$ cat src/rtl/fifo_line_reader.sv
`default_nettype none
// ============================================================================
//  Module   : fifo_line_reader
//  Purpose  : Issues one line of pixel-FIFO reads per downstream request and
//             frames the returned data with SOF/EOL markers.
//  Revision : 1.0 - initial release
// ============================================================================
module fifo_line_reader #(
    parameter int DW   = 24,
    parameter int WW   = 12,
    parameter int TO_W = 8
) (
    input  logic            clk,
    input  logic            rst,
    input  logic [WW-1:0]   cfg_width,
    input  logic [WW-1:0]   cfg_height,
    input  logic [TO_W-1:0] cfg_timeout,
    input  logic            line_req,
    output logic            line_busy,
    input  logic            fifo_empty,
    output logic            fifo_re,
    input  logic [DW-1:0]   fifo_dout,
    input  logic            fifo_dout_valid,
    output logic [DW-1:0]   pix_data,
    output logic            pix_valid,
    output logic            pix_sof,
    output logic            pix_eol,
    output logic            frame_done,
    output logic            err_underrun
);

    localparam logic [1:0] c_IDLE  = 2'd0;
    localparam logic [1:0] c_READ  = 2'd1;
    localparam logic [1:0] c_DRAIN = 2'd2;
    localparam logic [1:0] c_DONE  = 2'd3;

    localparam logic [WW:0] c_ONE = {{WW{1'b0}}, 1'b1};

    logic [1:0]      r_state;
    logic [1:0]      w_state_nxt;
    logic [WW:0]     r_width;
    logic [WW:0]     r_height;
    logic [WW:0]     r_issued;
    logic [WW:0]     r_recv;
    logic [WW:0]     r_line;
    logic [TO_W-1:0] r_stall;
    logic            r_err;
    logic            r_re_d;
    logic [DW-1:0]   r_pix_data;
    logic            r_pix_valid;
    logic            r_pix_sof;
    logic            r_pix_eol;

    logic            w_accept_line;
    logic            w_re;
    logic            w_last_issue;
    logic            w_rx;
    logic            w_eol_beat;
    logic [WW:0]     w_line_inc;
    logic [WW:0]     w_cfg_w;
    logic [WW:0]     w_cfg_h;
    logic [TO_W-1:0] w_stall_inc;

    assign w_accept_line = (r_state == c_IDLE) && line_req;
    assign w_re          = (r_state == c_READ) && !fifo_empty && (r_issued < r_width);
    assign w_last_issue  = w_re && ((r_issued + c_ONE) == r_width);
    // Returned data only counts if a read was actually issued the cycle before.
    assign w_rx          = fifo_dout_valid && r_re_d;
    assign w_eol_beat    = r_pix_valid && r_pix_eol;
    assign w_line_inc    = r_line + c_ONE;
    assign w_cfg_w       = (cfg_width  == '0) ? c_ONE : {1'b0, cfg_width};
    assign w_cfg_h       = (cfg_height == '0) ? c_ONE : {1'b0, cfg_height};
    assign w_stall_inc   = (r_stall == '1) ? r_stall : r_stall + 1'b1;

    always_comb begin
        w_state_nxt = r_state;
        case (r_state)
            c_IDLE:  if (line_req)     w_state_nxt = c_READ;
            c_READ:  if (w_last_issue) w_state_nxt = c_DRAIN;
            c_DRAIN: if (w_eol_beat)   w_state_nxt = (w_line_inc == r_height) ? c_DONE : c_IDLE;
            c_DONE:                    w_state_nxt = c_IDLE;
            default:                   w_state_nxt = c_IDLE;
        endcase
    end

    always_ff @(posedge clk) begin
        if (rst) begin
            r_state     <= c_IDLE;
            r_width     <= '0;
            r_height    <= '0;
            r_issued    <= '0;
            r_recv      <= '0;
            r_line      <= '0;
            r_stall     <= '0;
            r_err       <= 1'b0;
            r_re_d      <= 1'b0;
            r_pix_data  <= '0;
            r_pix_valid <= 1'b0;
            r_pix_sof   <= 1'b0;
            r_pix_eol   <= 1'b0;
        end else begin
            r_state <= w_state_nxt;
            r_re_d  <= w_re;

            if (w_re) begin
                r_issued <= r_issued + c_ONE;
                r_stall  <= '0;
            end else if ((r_state == c_READ) && fifo_empty) begin
                r_stall <= w_stall_inc;
                if ((cfg_timeout != '0) && (w_stall_inc >= cfg_timeout))
                    r_err <= 1'b1;
            end

            r_pix_valid <= w_rx;
            r_pix_sof   <= w_rx && (r_recv == '0) && (r_line == '0);
            r_pix_eol   <= w_rx && ((r_recv + c_ONE) == r_width);
            if (w_rx) begin
                r_pix_data <= fifo_dout;
                r_recv     <= r_recv + c_ONE;
            end

            if ((r_state == c_DRAIN) && w_eol_beat)
                r_line <= w_line_inc;
            else if (r_state == c_DONE)
                r_line <= '0;

            // Geometry is frozen for the whole frame once line 0 starts.
            if (w_accept_line) begin
                r_issued <= '0;
                r_recv   <= '0;
                r_stall  <= '0;
                if (r_line == '0) begin
                    r_width  <= w_cfg_w;
                    r_height <= w_cfg_h;
                end
            end
        end
    end

    assign line_busy    = (r_state == c_READ) || (r_state == c_DRAIN);
    assign fifo_re      = w_re;
    assign frame_done   = (r_state == c_DONE);
    assign err_underrun = r_err;
    assign pix_data     = r_pix_data;
    assign pix_valid    = r_pix_valid;
    assign pix_sof      = r_pix_sof;
    assign pix_eol      = r_pix_eol;

endmodule
`default_nettype wire
$ cat config.mk
export PLATFORM = sky130hd
export DESIGN_NAME = fifo_line_reader
export DESIGN_NICKNAME = d
export VERILOG_FILES = /design/src/rtl/fifo_line_reader.sv
export SDC_FILE = /design/constraint.sdc
export NUM_CORES = 1
export LEC_CHECK = 0
export BUFFER_PORTS_ARGS = -buffer_cell sky130_fd_sc_hd__buf_4
export CORE_ASPECT_RATIO = 1.2
export CORE_MARGIN = 5
export CORE_UTILIZATION = 57
export DETAILED_ROUTE_END_ITERATION = 16
export PLACE_DENSITY = 0.77
export RECOVER_POWER = 50
export SYNTH_ARGS = -nofsm -noshare
export SYNTH_HDL_FRONTEND = slang
export SYNTH_SLANG_ARGS = --single-unit
$ cat constraint.sdc
create_clock -name clk -period 3.9 [get_ports clk]
set_input_delay 0 -clock clk [delete_from_list [all_inputs] [get_ports clk]]
set_output_delay 0 -clock clk [all_outputs]
set_load 0.005 [all_outputs]
==> Yosys cells after proc, flatten, opt, wreduce, memory -nomap -nowiden <==
Index checks and enable logic that the tools add are counted.
{ "totals": {"wordCells": 66, "in_bits": 61, "output_inout_bits": 31, "regBits": 104} }
{ "classes": {"n_reduce_logical": 26, "add_sub_neg": 4, "n_mux": 10, "n_eq_ne": 10, "n_lt_le_gt_ge": 2, "n_bitwise": 1} }
{ "ops": {"columns": ["cell", "n"], "rows": [
  ["adder 13 x 1 -> 13 bit (second input constant)", 3],
  ["equality test 13 bit", 3],
  ["logical NOT 13 bit", 2],
  ["two-way mux 13 bit", 2],
  ["logical NOT 12 bit", 2],
  ["two-way mux 12 bit", 2],
  ["< comparator 13 bit", 1],
  ["logical AND 1 bit", 12],
  ["adder 8 x 1 -> 8 bit (second input constant)", 1],
  ["equality test 8 bit (second input constant)", 1],
  [">= comparator 8 bit", 1],
  ["two-way mux 2 bit", 4],
  ["two-way mux 8 bit", 1],
  ["case mux 2 bit (4 select lines)", 1],
  ["nonzero test 8 bit", 1],
  ["!= test 2 bit (second input constant)", 3],
  ["AND reduction 3 bit", 2],
  ["equality test 2 bit (second input constant)", 2],
  ["OR reduction 3 bit", 1],
  ["equality test 2 x 1 -> 1 bit (second input constant)", 1],
  ["logical NOT 2 bit", 1],
  ["AND reduction 2 bit", 1],
  ["nonzero test 2 bit", 1],
  ["OR reduction 2 bit", 1],
  ["3 further kinds", 3]
]} }

==> Logic depth before layout (Yosys ltp) <==
{ "logic_depth": {"depth_word": 6, "ltp_mapped": 12, "mapped_depth_nobuf": 12} }

==> Worst setup path after synthesis <==
OpenSTA, ideal clock, no wires.
{ "synth_path": {"path_type": "flip-flop to flip-flop", "from": "reg r_stall[3]", "to": "reg r_err (netlist: err_underrun)", "t_required_ps": 3773, "setup_time_ps": 127, "synth_period_minus_slack_ps": 2405, "t_arrival_ps": 2278, "path_buffers": 0, "setup_slack_ps": 1495, "stages_incl_launch_ff": 12, "path_cell_list": "dfxtp_1 -> nand3_1 -> nor2_1 -> nand4_1 -> mux2_2 -> ha_1 -> a21o_1 -> a21o_1 -> a211oi_1 -> o21bai_1 -> a31oi_1 -> o22ai_1"} }
{ "synth_via": {"elab_chain_cells": 5, "word_cells_on_any_way": 6, "cone_classes": "1 x add/sub; 1 x order compare; 1 x eq/ne; 1 x mux; 2 x reduce/logical"} }
{ "synth_lines": {"columns": ["item", "line", "rtl"], "rows": [
  ["start: declaration", "46", "logic [TO_W-1:0] r_stall;"],
  ["start signal: assignment", "109", "r_stall <= w_stall_inc;"],
  ["equality test 8 bit", "73", "assign w_stall_inc = (r_stall == '1) ? r_stall : r_stall + 1'b1;"],
  ["two-way mux 8 bit", "73", null],
  ["named net w_stall_inc[1]", "62", "logic [TO_W-1:0] w_stall_inc;"],
  [">= comparator 8 bit", "110", "if ((cfg_timeout != '0) && (w_stall_inc >= cfg_timeout))"],
  ["logical AND 1 bit", "110", null],
  ["AND reduction 3 bit (no line)", null, null],
  ["end signal: assignment", "95", "r_err <= 1'b0;"],
  ["end signal: assignment", "111", "r_err <= 1'b1;"],
  ["end: declaration", "47", "logic r_err;"]
]} }
The timed path passes the listed nets, and every way through them passes these cells.
A chain may end at the register's enable or synchronous reset.

==> Worst setup path after layout <==
{ "layout_path": {"from": "reg r_width[10]", "to": "reg r_state[0]"} }
{ "layout_via": {"elab_chain_cells": 5, "word_cells_on_any_way": 6, "cone_classes": "1 x order compare; 2 x eq/ne; 3 x reduce/logical"} }
{ "layout_lines": {"columns": ["item", "line", "rtl"], "rows": [
  ["start: declaration", "41", "logic [WW:0] r_width;"],
  ["start signal: assignment", "133", "r_width <= w_cfg_w;"],
  ["< comparator 13 bit", "65", "assign w_re = (r_state == c_READ) && !fifo_empty && (r_issued < r_width);"],
  ["logical AND 1 bit", "65", null],
  ["logical AND 1 bit (*)", "66", "assign w_last_issue = w_re && ((r_issued + c_ONE) == r_width);"],
  ["!= test 2 bit (no line) (*)", null, null],
  ["AND reduction 3 bit (no line) (*)", null, null],
  ["end signal: assignment", "88", "r_state <= c_IDLE;"],
  ["end signal: assignment", "102", "r_state <= w_state_nxt;"],
  ["end: declaration", "39", "logic [1:0] r_state;"]
]} }
Every way passes the cells marked *; elsewhere a longest branch is shown, timed or not.

==> impl_metrics.py <==
metrics = {
    "clock_network": {
        "ctsResizeCount": 0,
        "clk_latency_ps": 360,
        "clockBufferDepth": 2,
        "cts_buffers": 9,
        "htreeDepth": 3,
        "clkTransAtPathRegs_ps": 70,
        "cts_root_buf": "clkbuf_16",
        "cts_tree": "built",
        "clock-sinks": 102,
        "cts_setup_buffers": 0,
    },
    "grt": {
        "globalRouteMet2Util_pct": 47.1,
        "use_met3_pct": 4.89,
        "grt_max_degree": 70,
        "grt_pass1_wl_um": 26300,
        "antenna_found_initial": 0,
        "track_usage_pct": 26.7,
        "gr-total-overflow": 0,
        "busiest_layer": "met2",
        "met1_usage_pct": 29.9,
        "grt_pass1_vias": 5590,
    },
    "critical_path": {
        "cp-startpoint": "r_width[10]",
        "r2r_cells": 8,
        "worst-path-buf-inv": 1,
        "rr_endpoint": "r_state[0]",
        "cp.depth": 8,
        "cp.arrival_ps": 3040,
        "r2r_start": "r_width[10]",
        "rrSetupSlack_ps": 1100,
        "startpoint_type": "register",
        "crit_end": "r_state[0]",
        "end_kind": "register",
        "crit_family": "simple AND/OR/NAND/NOR gates",
        "crit_path_top_delay_cell": "nor2_2",
        "critPathRequiredTime_ps": 4150,
        "max_stage_delay_ps": 520,
        "critPathMaxFanout": 15,
        "crit_chain": "inv_1 -> ha_1 -> a31o_1 -> a221o_1 -> nor2_2 -> nand4_2 -> and2_1 -> o31a_1",
        "worstSetupPathType": "reg -> reg",
    },
    "yosys": {
        "synthDistinctLibCells": 61,
        "synthCells": 734,
        "yosysSeqAreaShare_pct": 34.9,
        "syn_area_per_cell_um2": 7.97,
        "synth_top_cell_by_area": "dfxtp_1",
        "synth_fp_nets": 826,
        "synth.most_common_cell": "dfxtp_1",
        "syn-cell-area_um2": 5850,
        "synth_edf_count": 0,
        "synth-async-reset-ratio_pct": 0,
        "ys.flop_type": "dfxtp_1",
        "synth_top_area_share_pct": 34.9,
        "ys_ff_latch": 102,
        "synth_area_leaders": "dfxtp_1 35%, ha_1 6.6%, xnor2_1 6.4%",
        "yosys_warnings": 0,
        "synth.top_cells.by_count": "102 x dfxtp_1, 94 x nor2_1, 90 x nand2_1, 60 x a21oi_1, 43 x xnor2_1",
    },
    "routing": {
        "vias_per_cell": 5.73,
        "drt_iter0_markers": 335,
        "num_vias": 5626,
        "antenna_left": 0,
        "wl_um": 15800,
        "first_pass_iters": 6,
        "wl_per_cell_um": 16.1,
        "drc": 0,
    },
    "floorplanning": {
        "fp.dieW_um": 102,
        "rows": 40,
        "initial_core_util_pct": 58.5,
        "die_area_um2": 12400,
        "core_area_um2": 10000,
        "top_level_ports": 92,
        "die_y_um": 121,
    },
    "sta": {
        "slew_headroom_pct": -0.809,
        "slew_viol_final": 31,
        "whs_ps": 128,
        "tightest_slew_ps": 1510,
        "fin_crit_sh_pct": 71.7,
        "finalSetupTns_ps": 0,
        "setup_viol": 0,
        "fmax_mhz": 358,
        "grt_setup_unrepaired": "no",
        "hold_violations": 0,
        "final.min_clock_period_ps": 2800,
        "skew_ps": 6.97,
    },
    "status": {
        "status": "finished with violations",
        "violations": "max-capacitance violations, max-slew violations",
    },
    "finish": {
        "final_nets": 942,
        "antenna-diode-count": 0,
        "area_growth_pct": 25.0,
        "drive_gt1_share_pct": 13.5,
    },
    "place": {
        "portBuffers": 91,
        "gp_congestion": 0.960,
        "hpwl_um": 10800,
    },
    "power_and_ir_drop": {
        "power.leakage_nw": 2.95,
        "power_density_nw_per_um2": 385,
        "peakVddDrop_mv": 0.299,
    },
    "job": {
        "cap_violations": 1,
    },
    "min_path": {
        "hp-class": "in -> reg",
    },
}
final cells by class:
cell class / instances / area (µm²)
multi-input combinational: 560 / 3530
fill: 764 / 2690
sequential: 102 / 2040
timing repair buffer: 142 / 1150
clock buffer: 10 / 239
tap: 126 / 158
inverter: 35 / 131
clock inverter: 6 / 62.6
worst min path at each step:
stage	startpoint	endpoint	cells past startpoint
global route	cfg_timeout[1]	err_underrun	4
CTS	fifo_empty	r_stall[7]	4
global placement	cfg_width[4]	r_width[4]	3
floorplan	rst	pix_valid	1
detailed placement	cfg_height[3]	r_height[3]	3
finish	fifo_empty	r_stall[7]	4
per-layer routing:
metal	wire [µm]	up-vias
met5	0	-
met4	652	0
met3	874	47
met2	8100	195
met1	6150	2627
li1	-	2757
logic make-up (layout without fill, tap and decap cells):
family,Yosys count,count (layout),synth area share (%)
mux,29,29,5.00
fa+ha+maj,31,31,6.63
flops,102,102,34.9
compound gates,122,122,12.6
buf+inv,72,193,4.79
simple gates,305,305,25.0
xor+xnor,73,73,11.1
worst register-to-register path, cell delays in order (launching register included):
cell and delay, ps:
dfxtp_1 420, inv_1 70, ha_1 310, a31o_1 230, a221o_1 390, nor2_2 520
nand4_2 240, and2_1 230, o31a_1 270
power by group:
group	switching (mW)	internal, mW
combinational	0.375	0.343
sequential	0.0816	1.11
clock	0.439	0.467
total	0.896	1.92
timing repair:
item / CTS / global route
hold buffers: 49 / 0
setup endpoints to repair: 0 / 0
hold endpoints to repair: 49 / 0
layout by cell type, fill, tap and decap left out, drive strengths merged, types with 12 or more instances in the layout:
| cell | count |
|---|---|
| nand4 | 14 |
| o21ai | 24 |
| inv | 38 |
| nor2 | 95 |
| mux2i | 27 |
| clkbuf | 40 |
| ha | 31 |
| buf | 63 |
| a21oi | 60 |
| nor4 | 12 |
| xnor2 | 43 |
| nand2 | 90 |
| xor2 | 30 |
| dfxtp | 102 |
| or3 | 13 |
| nand3 | 24 |
| nor3 | 17 |
| dlygate4sd3 | 49 |
per-stage QoR:
| step | utilization [%] | total power [mW] | std cells | cell area [µm²] | setup WS, ps |
|---|---|---|---|---|---|
| finish | 73.1 | 2.82 | 981 | 7320 | 1100 |
| CTS | 73.4 | 2.82 | 981 | 7350 | 1140 |
| global route | 73.1 | 2.97 | 981 | 7320 | 910 |
| floorplan | - | 1.67 | 734 | 5850 | 1500 |
| detailed placement | 65.5 | 1.88 | 916 | 6560 | 1160 |
| global placement | 65.5 | 1.85 | 916 | 6560 | 1220 |
state kept, by name (all words and copies together) (netlist names), 2 cells and up:
register and cells:
pix_data 24, r_height 12, r_issued 13, r_line 13
r_recv 13, r_stall 8, r_state 2, r_width 12
(Power assumes the default switching activity.)
